--- config.mk ---
export PLATFORM = sky130hd
export DESIGN_NAME = counter4b_seq_ctrl
export DESIGN_NICKNAME = d
export VERILOG_FILES = /design/src/rtl/counter4b_seq_pkg.sv /design/src/rtl/counter4b_seq_tick.sv /design/src/rtl/counter4b_seq_ctrl.sv
export SDC_FILE = /design/constraint.sdc
export NUM_CORES = 1
export LEC_CHECK = 0
export ABC_AREA = 1
export BUFFER_PORTS_ARGS = -buffer_cell sky130_fd_sc_hd__buf_2
export CAP_MARGIN = 20
export CORE_MARGIN = 2
export CORE_UTILIZATION = 49
export CTS_BUF_LIST = sky130_fd_sc_hd__clkbuf_4 sky130_fd_sc_hd__clkbuf_8
export CTS_CLUSTER_SIZE = 12
export DETAILED_ROUTE_END_ITERATION = 8
export GPL_TIMING_DRIVEN = 0
export PLACE_DENSITY = 0.8
export SYNTH_ARGS = -nofsm -noshare
export SYNTH_HDL_FRONTEND = slang
export SYNTH_SLANG_ARGS = --single-unit
--- constraint.sdc ---
create_clock -name ck -period 1.8 [get_ports ck]
set_clock_uncertainty 0.15 [all_clocks]
set_input_delay 0.18 -clock ck [delete_from_list [all_inputs] [get_ports ck]]
set_output_delay 0.18 -clock ck [all_outputs]
set_load 0.03 [all_outputs]
--- src/rtl/counter4b_seq_pkg.sv ---
// Shared types and constants for the 4-bit counter sequencing controller.
package counter4b_seq_pkg;

    localparam int unsigned CNT_W             = 4;
    localparam int unsigned PERIOD_ZERO_TICKS = 16;

    typedef enum logic [1:0] {
        ST_IDLE  = 2'd0,
        ST_CLEAR = 2'd1,
        ST_RUN   = 2'd2,
        ST_DONE  = 2'd3
    } seq_state_e;

    // Counter value on the last tick of a segment; period 0 stands for a full 16-tick wrap.
    function automatic logic [CNT_W-1:0] seg_last(input logic [CNT_W-1:0] period);
        int unsigned len;
        len = (period == '0) ? PERIOD_ZERO_TICKS : 32'(period);
        return CNT_W'(len - 32'd1);
    endfunction

endpackage

--- src/rtl/counter4b_seq_tick.sv ---
// Prescale tick generator: one tick every PRESC RUN cycles, restarted by clr.
// Only present when COUNTER4B_SEQ_PRESCALE_EN is defined.
`ifdef COUNTER4B_SEQ_PRESCALE_EN
module counter4b_seq_tick #(
    parameter int unsigned PRESC = 4
) (
    input  logic ck,
    input  logic rst_n,
    input  logic clr,
    input  logic run,
    output logic tick_c
);

    localparam int unsigned DIV_W = (PRESC > 2) ? $clog2(PRESC) : 1;

    logic [DIV_W-1:0] div_q;
    logic [DIV_W-1:0] div_d;

    assign tick_c = run && (div_q == DIV_W'(PRESC - 1));

    always_comb begin
        div_d = div_q;
        if (clr) begin
            div_d = '0;
        end else if (run) begin
            div_d = tick_c ? '0 : div_q + DIV_W'(1);
        end
    end

    always_ff @(posedge ck or negedge rst_n) begin
        if (!rst_n) begin
            div_q <= '0;
        end else begin
            div_q <= div_d;
        end
    end

endmodule
`endif

--- src/rtl/counter4b_seq_ctrl.sv ---
// Sequencing controller for the 4-bit ripple counter: runs reps segments of period ticks.
// Optional prescaler enabled with COUNTER4B_SEQ_PRESCALE_EN.
module counter4b_seq_ctrl
    import counter4b_seq_pkg::*;
#(
    parameter int unsigned REP_W = 4,
    parameter int unsigned PRESC = 4
) (
    input  logic             ck,
    input  logic             rst_n,
    input  logic             start,
    input  logic [CNT_W-1:0] period,
    input  logic [REP_W-1:0] reps,
    input  logic             abort,
    input  logic [CNT_W-1:0] cnt_q,
    input  logic             cnt_rc,
    output logic             cnt_clr,
    output logic             cnt_en,
    output logic             busy,
    output logic             done,
    output logic [REP_W-1:0] rep_cnt
);

    if (PRESC < 2) begin : g_presc_chk
        $error("counter4b_seq_ctrl: PRESC must be at least 2");
    end

    seq_state_e       state_q, state_d;
    logic [CNT_W-1:0] period_q, period_d;
    logic [REP_W-1:0] reps_q, reps_d;
    logic [REP_W-1:0] rep_cnt_q, rep_cnt_d;
    logic             tick_c;
    logic             at_last_c;
    logic             term_c;
    logic             cnt_clr_c;
    logic             cnt_en_c;

`ifdef COUNTER4B_SEQ_PRESCALE_EN
    counter4b_seq_tick #(
        .PRESC (PRESC)
    ) u_tick (
        .ck     (ck),
        .rst_n  (rst_n),
        .clr    (state_q == ST_CLEAR),
        .run    (state_q == ST_RUN),
        .tick_c (tick_c)
    );
`else
    assign tick_c = 1'b1;
`endif

    // A 16-tick segment ends on the counter's own carry rather than a value compare.
    assign at_last_c = (period_q == '0) ? cnt_rc : (cnt_q == seg_last(period_q));
    assign term_c    = tick_c && at_last_c;

    always_comb begin
        state_d   = state_q;
        period_d  = period_q;
        reps_d    = reps_q;
        rep_cnt_d = rep_cnt_q;
        cnt_clr_c = 1'b0;
        cnt_en_c  = 1'b0;
        case (state_q)
            ST_IDLE: begin
                if (start) begin
                    period_d  = period;
                    reps_d    = reps;
                    rep_cnt_d = '0;
                    state_d   = (reps != '0) ? ST_CLEAR : ST_DONE;
                end
            end
            ST_CLEAR: begin
                cnt_clr_c = 1'b1;
                state_d   = abort ? ST_IDLE : ST_RUN;
            end
            ST_RUN: begin
                cnt_en_c = tick_c;
                if (abort) begin
                    cnt_clr_c = 1'b1;
                    state_d   = ST_IDLE;
                end else if (term_c) begin
                    cnt_clr_c = 1'b1;
                    rep_cnt_d = rep_cnt_q + REP_W'(1);
                    if (rep_cnt_d == reps_q) begin
                        state_d = ST_DONE;
                    end
                end
            end
            ST_DONE: begin
                state_d = ST_IDLE;
            end
            default: begin
                state_d = ST_IDLE;
            end
        endcase
    end

    always_ff @(posedge ck or negedge rst_n) begin
        if (!rst_n) begin
            state_q   <= ST_IDLE;
            period_q  <= '0;
            reps_q    <= '0;
            rep_cnt_q <= '0;
        end else begin
            state_q   <= state_d;
            period_q  <= period_d;
            reps_q    <= reps_d;
            rep_cnt_q <= rep_cnt_d;
        end
    end

    assign cnt_clr = cnt_clr_c;
    assign cnt_en  = cnt_en_c;
    assign busy    = (state_q != ST_IDLE);
    assign done    = (state_q == ST_DONE);
    assign rep_cnt = rep_cnt_q;

endmodule

==> results.cfg <==
[worst_setup_path]
reg2reg_to = state_q[0]
critPathTopFamily = simple AND/OR/NAND/NOR gates
arrival_ns = 1.88
crit_top_cell = nand2_1
cp_max_fo = 2
rrSetupSlack_ns = -0.28
slowest_stage = dfrtp_1
rr_worst_depth = 17
cp_cell_sequence = inv_2 > ha_4 > nand2_1 > nand2_2 > nor2_2 > nand2_1 > nor2_2 > nand2_1 > nand2_2 > nand2_4 > a21boi_4 > buf_6
required_ns = 1.47
path_class = register to output pin
cp-start-kind = register
reg2reg_from = period_q[1]
slowest_delay_ns = 0.40
path_buf_inv = 2
crit_path_end_kind = output pin

[logic_synthesis]
seq_area_frac_synth = 0.349
synth_warnings = 0
ys.flop_type = dfrtp_1
ys_ff_latch = 14
syn_inst = 146
syn_area_mm2 = 0.00100
synth_nets = 169
synth_cell_types = 18
synth.avg_cell_area_um2 = 6.87
ys_async_sr_fraction = 1.00
synth_enable_flop_cells = 0

[min_path]
min_to = period_q[1]
hold_path_depth = 3
hp-start = period[1]
min_path_type = primary input to register

[drt]
totalWireLength_um = 2480
drc = 0
drt-initial-drc-count = 24
vias = 1045
wire_per_inst_um = 11.7
postRouteAntennaNets = 0
via_per_inst = 4.95
firstDrtPassIters = 4

[global_route]
grt_pass1_vias = 1037
grt_max_degree = 15
grt_use_total = 0.218
grt_pass1_wl_um = 4120
grt-ovfl-total = 0
antenna_found_initial = 0

[clock_network]
clock_sinks = 14
cts_buffers = 3
clockBufferDepth = 2
clock_latency_ns = 0.28
path_clk_slew_ns = 0.08
cts_tree = yes
cts.htree.levels = 1
cts-root-buf = clkbuf_4

[floorplanning]
core_area_mm2 = 0.00194
io_pins = 25
die_h_um = 49.3
die_w_um = 49.3
num_rows = 16
die-area_mm2 = 0.00243
initial_core_util = 0.517

[sta]
hold_viol_final = 0
fmax_mhz = 453
tightest_slew_ns = 0.459
setup_viol = 7
period_share = 1.23
slew_headroom = 0.693
period_needed_ns = 2.21
holdWs_ns = 0.00517
slew_viol_final = 0
setup_slack_ns = -0.410
rsz0062_at_grt = yes

[power]
p_leak_nw = 0.811
power.total_mw = 2.16
vdd_ir_drop_max_v = 0.00113
power_density_mw_per_mm2 = 1600

[placement]
port_buffers = 24
dp_cells = 197
place.gp.congestion = 0.821
dpl-instance-area_mm2 = 0.00117
dp_hpwl_um = 1740

[finish]
drive_gt1_frac = 0.337
nNetsFinal = 208
diodes = 0
final_cell_area_mm2 = 0.00135
multi_input_comb_area_um2 = 607
syn_to_final_growth_pct = 34.8
final_common_cell = nand2_1
seqCellArea_um2 = 352
mostFrequentLayoutCells = nand2_1, inv_1, buf_2
n_fill_cell = 152
layout.cells.non_filler = 211

[run_status]
outcome = finished, violations left
violations = negative setup slack

[job]
drv_cap = 0
## cells in the mapped netlist, types with 2 or more instances
master / n / area share
dfrtp_1: 14 / 0.35
nor2_2: 2 / 0.012
inv_1: 27 / 0.10
xor2_1: 3 / 0.026
a21oi_1: 5 / 0.025
nand2_2: 6 / 0.037
nand2_4: 2 / 0.022
o21ai_0: 4 / 0.020
nand4_1: 2 / 0.012
nand2_1: 41 / 0.15
nand3_1: 12 / 0.060
nor2_1: 16 / 0.060
ha_1: 6 / 0.075
xnor2_1: 2 / 0.017
## report_power, final
group	switching (mW)	leakage [nW]	internal, mW
clock	0.101	0.0210	0.123
combinational	0.800	0.617	0.561
sequential	0.136	0.172	0.443
## state kept, by name, summed over array words and instances, names as in the netlist
name / flops
reps_q: 4
period_q: 4
state_q: 2
rep_cnt: 4
## area by class of cell
class,count,share of cell area
multi-input cells,104,0.449
flip-flops and latches,14,0.260
repair buffers,34,0.161
inverters,27,0.0749
clock buffers,4,0.0268
well taps,27,0.0250
plain buffers,1,0.00370
## per-stage QoR
step	setup slack, ns	util	TNS, ns
after floorplan	-0.0205	-	-0.0205
after global placement	-0.176	0.602	-0.463
after detailed placement	-0.248	0.602	-1.03
after CTS	-0.421	0.680	-1.26
after global routing	-0.544	0.697	-2.74
final	-0.410	0.697	-1.76
## routing by layer
| metal | share of wire | vias to the layer above | wire [um] | global-route usage |
|---|---|---|---|---|
| li1 | - | 517 | - | - |
| met1 | 0.39 | 492 | 967 | 0.221 |
| met2 | 0.55 | 34 | 1360 | 0.441 |
| met3 | 0.049 | 2 | 121 | 0.0245 |
| met4 | 0.0093 | 0 | 23 | 0.0857 |
| met5 | 0 | - | 0 | 0 |
## cell families (layout without fill, tap and decap cells)
kind of cell / Yosys count / in the layout / synth area share
AO/OA/AOI/OAI: 10 / 10 / 0.0524
AND/OR/NAND/NOR: 82 / 82 / 0.364
flip-flops: 14 / 14 / 0.349
XOR/XNOR: 5 / 5 / 0.0436
multiplexers: 1 / 1 / 0.0112
buffers and inverters: 28 / 66 / 0.105
adder cells (fa/ha/maj): 6 / 6 / 0.0748
## worst min-delay path: stages
cell and delay [ns]:
buf_2 0.07, nor2_1 0.03, a21oi_1 0.10
## worst max-delay path by stage
| stage | startpoint | to | slack [ns] | cells after the start |
|---|---|---|---|---|
| floorplan | period_q[0] | cnt_clr | -0.02 | 12 |
| global placement | period_q[0] | cnt_clr | -0.18 | 13 |
| detailed placement | period_q[0] | cnt_clr | -0.25 | 12 |
| CTS | period_q[0] | cnt_clr | -0.42 | 13 |
| global route | period_q[1] | cnt_clr | -0.54 | 13 |
| finish | period_q[1] | cnt_clr | -0.41 | 12 |
## what timing repair did
action / 4_1_cts / 5_1_grt
setup buffers: 7 / 4
pin swaps: 5 / 5
resized for setup: 12 / 13
endpoints found under the setup margin: 7 / 14
hold buffers: 2 / 0
hold endpoints to repair: 15 / 0
Note: power is estimated with default switching activity, not from simulation.
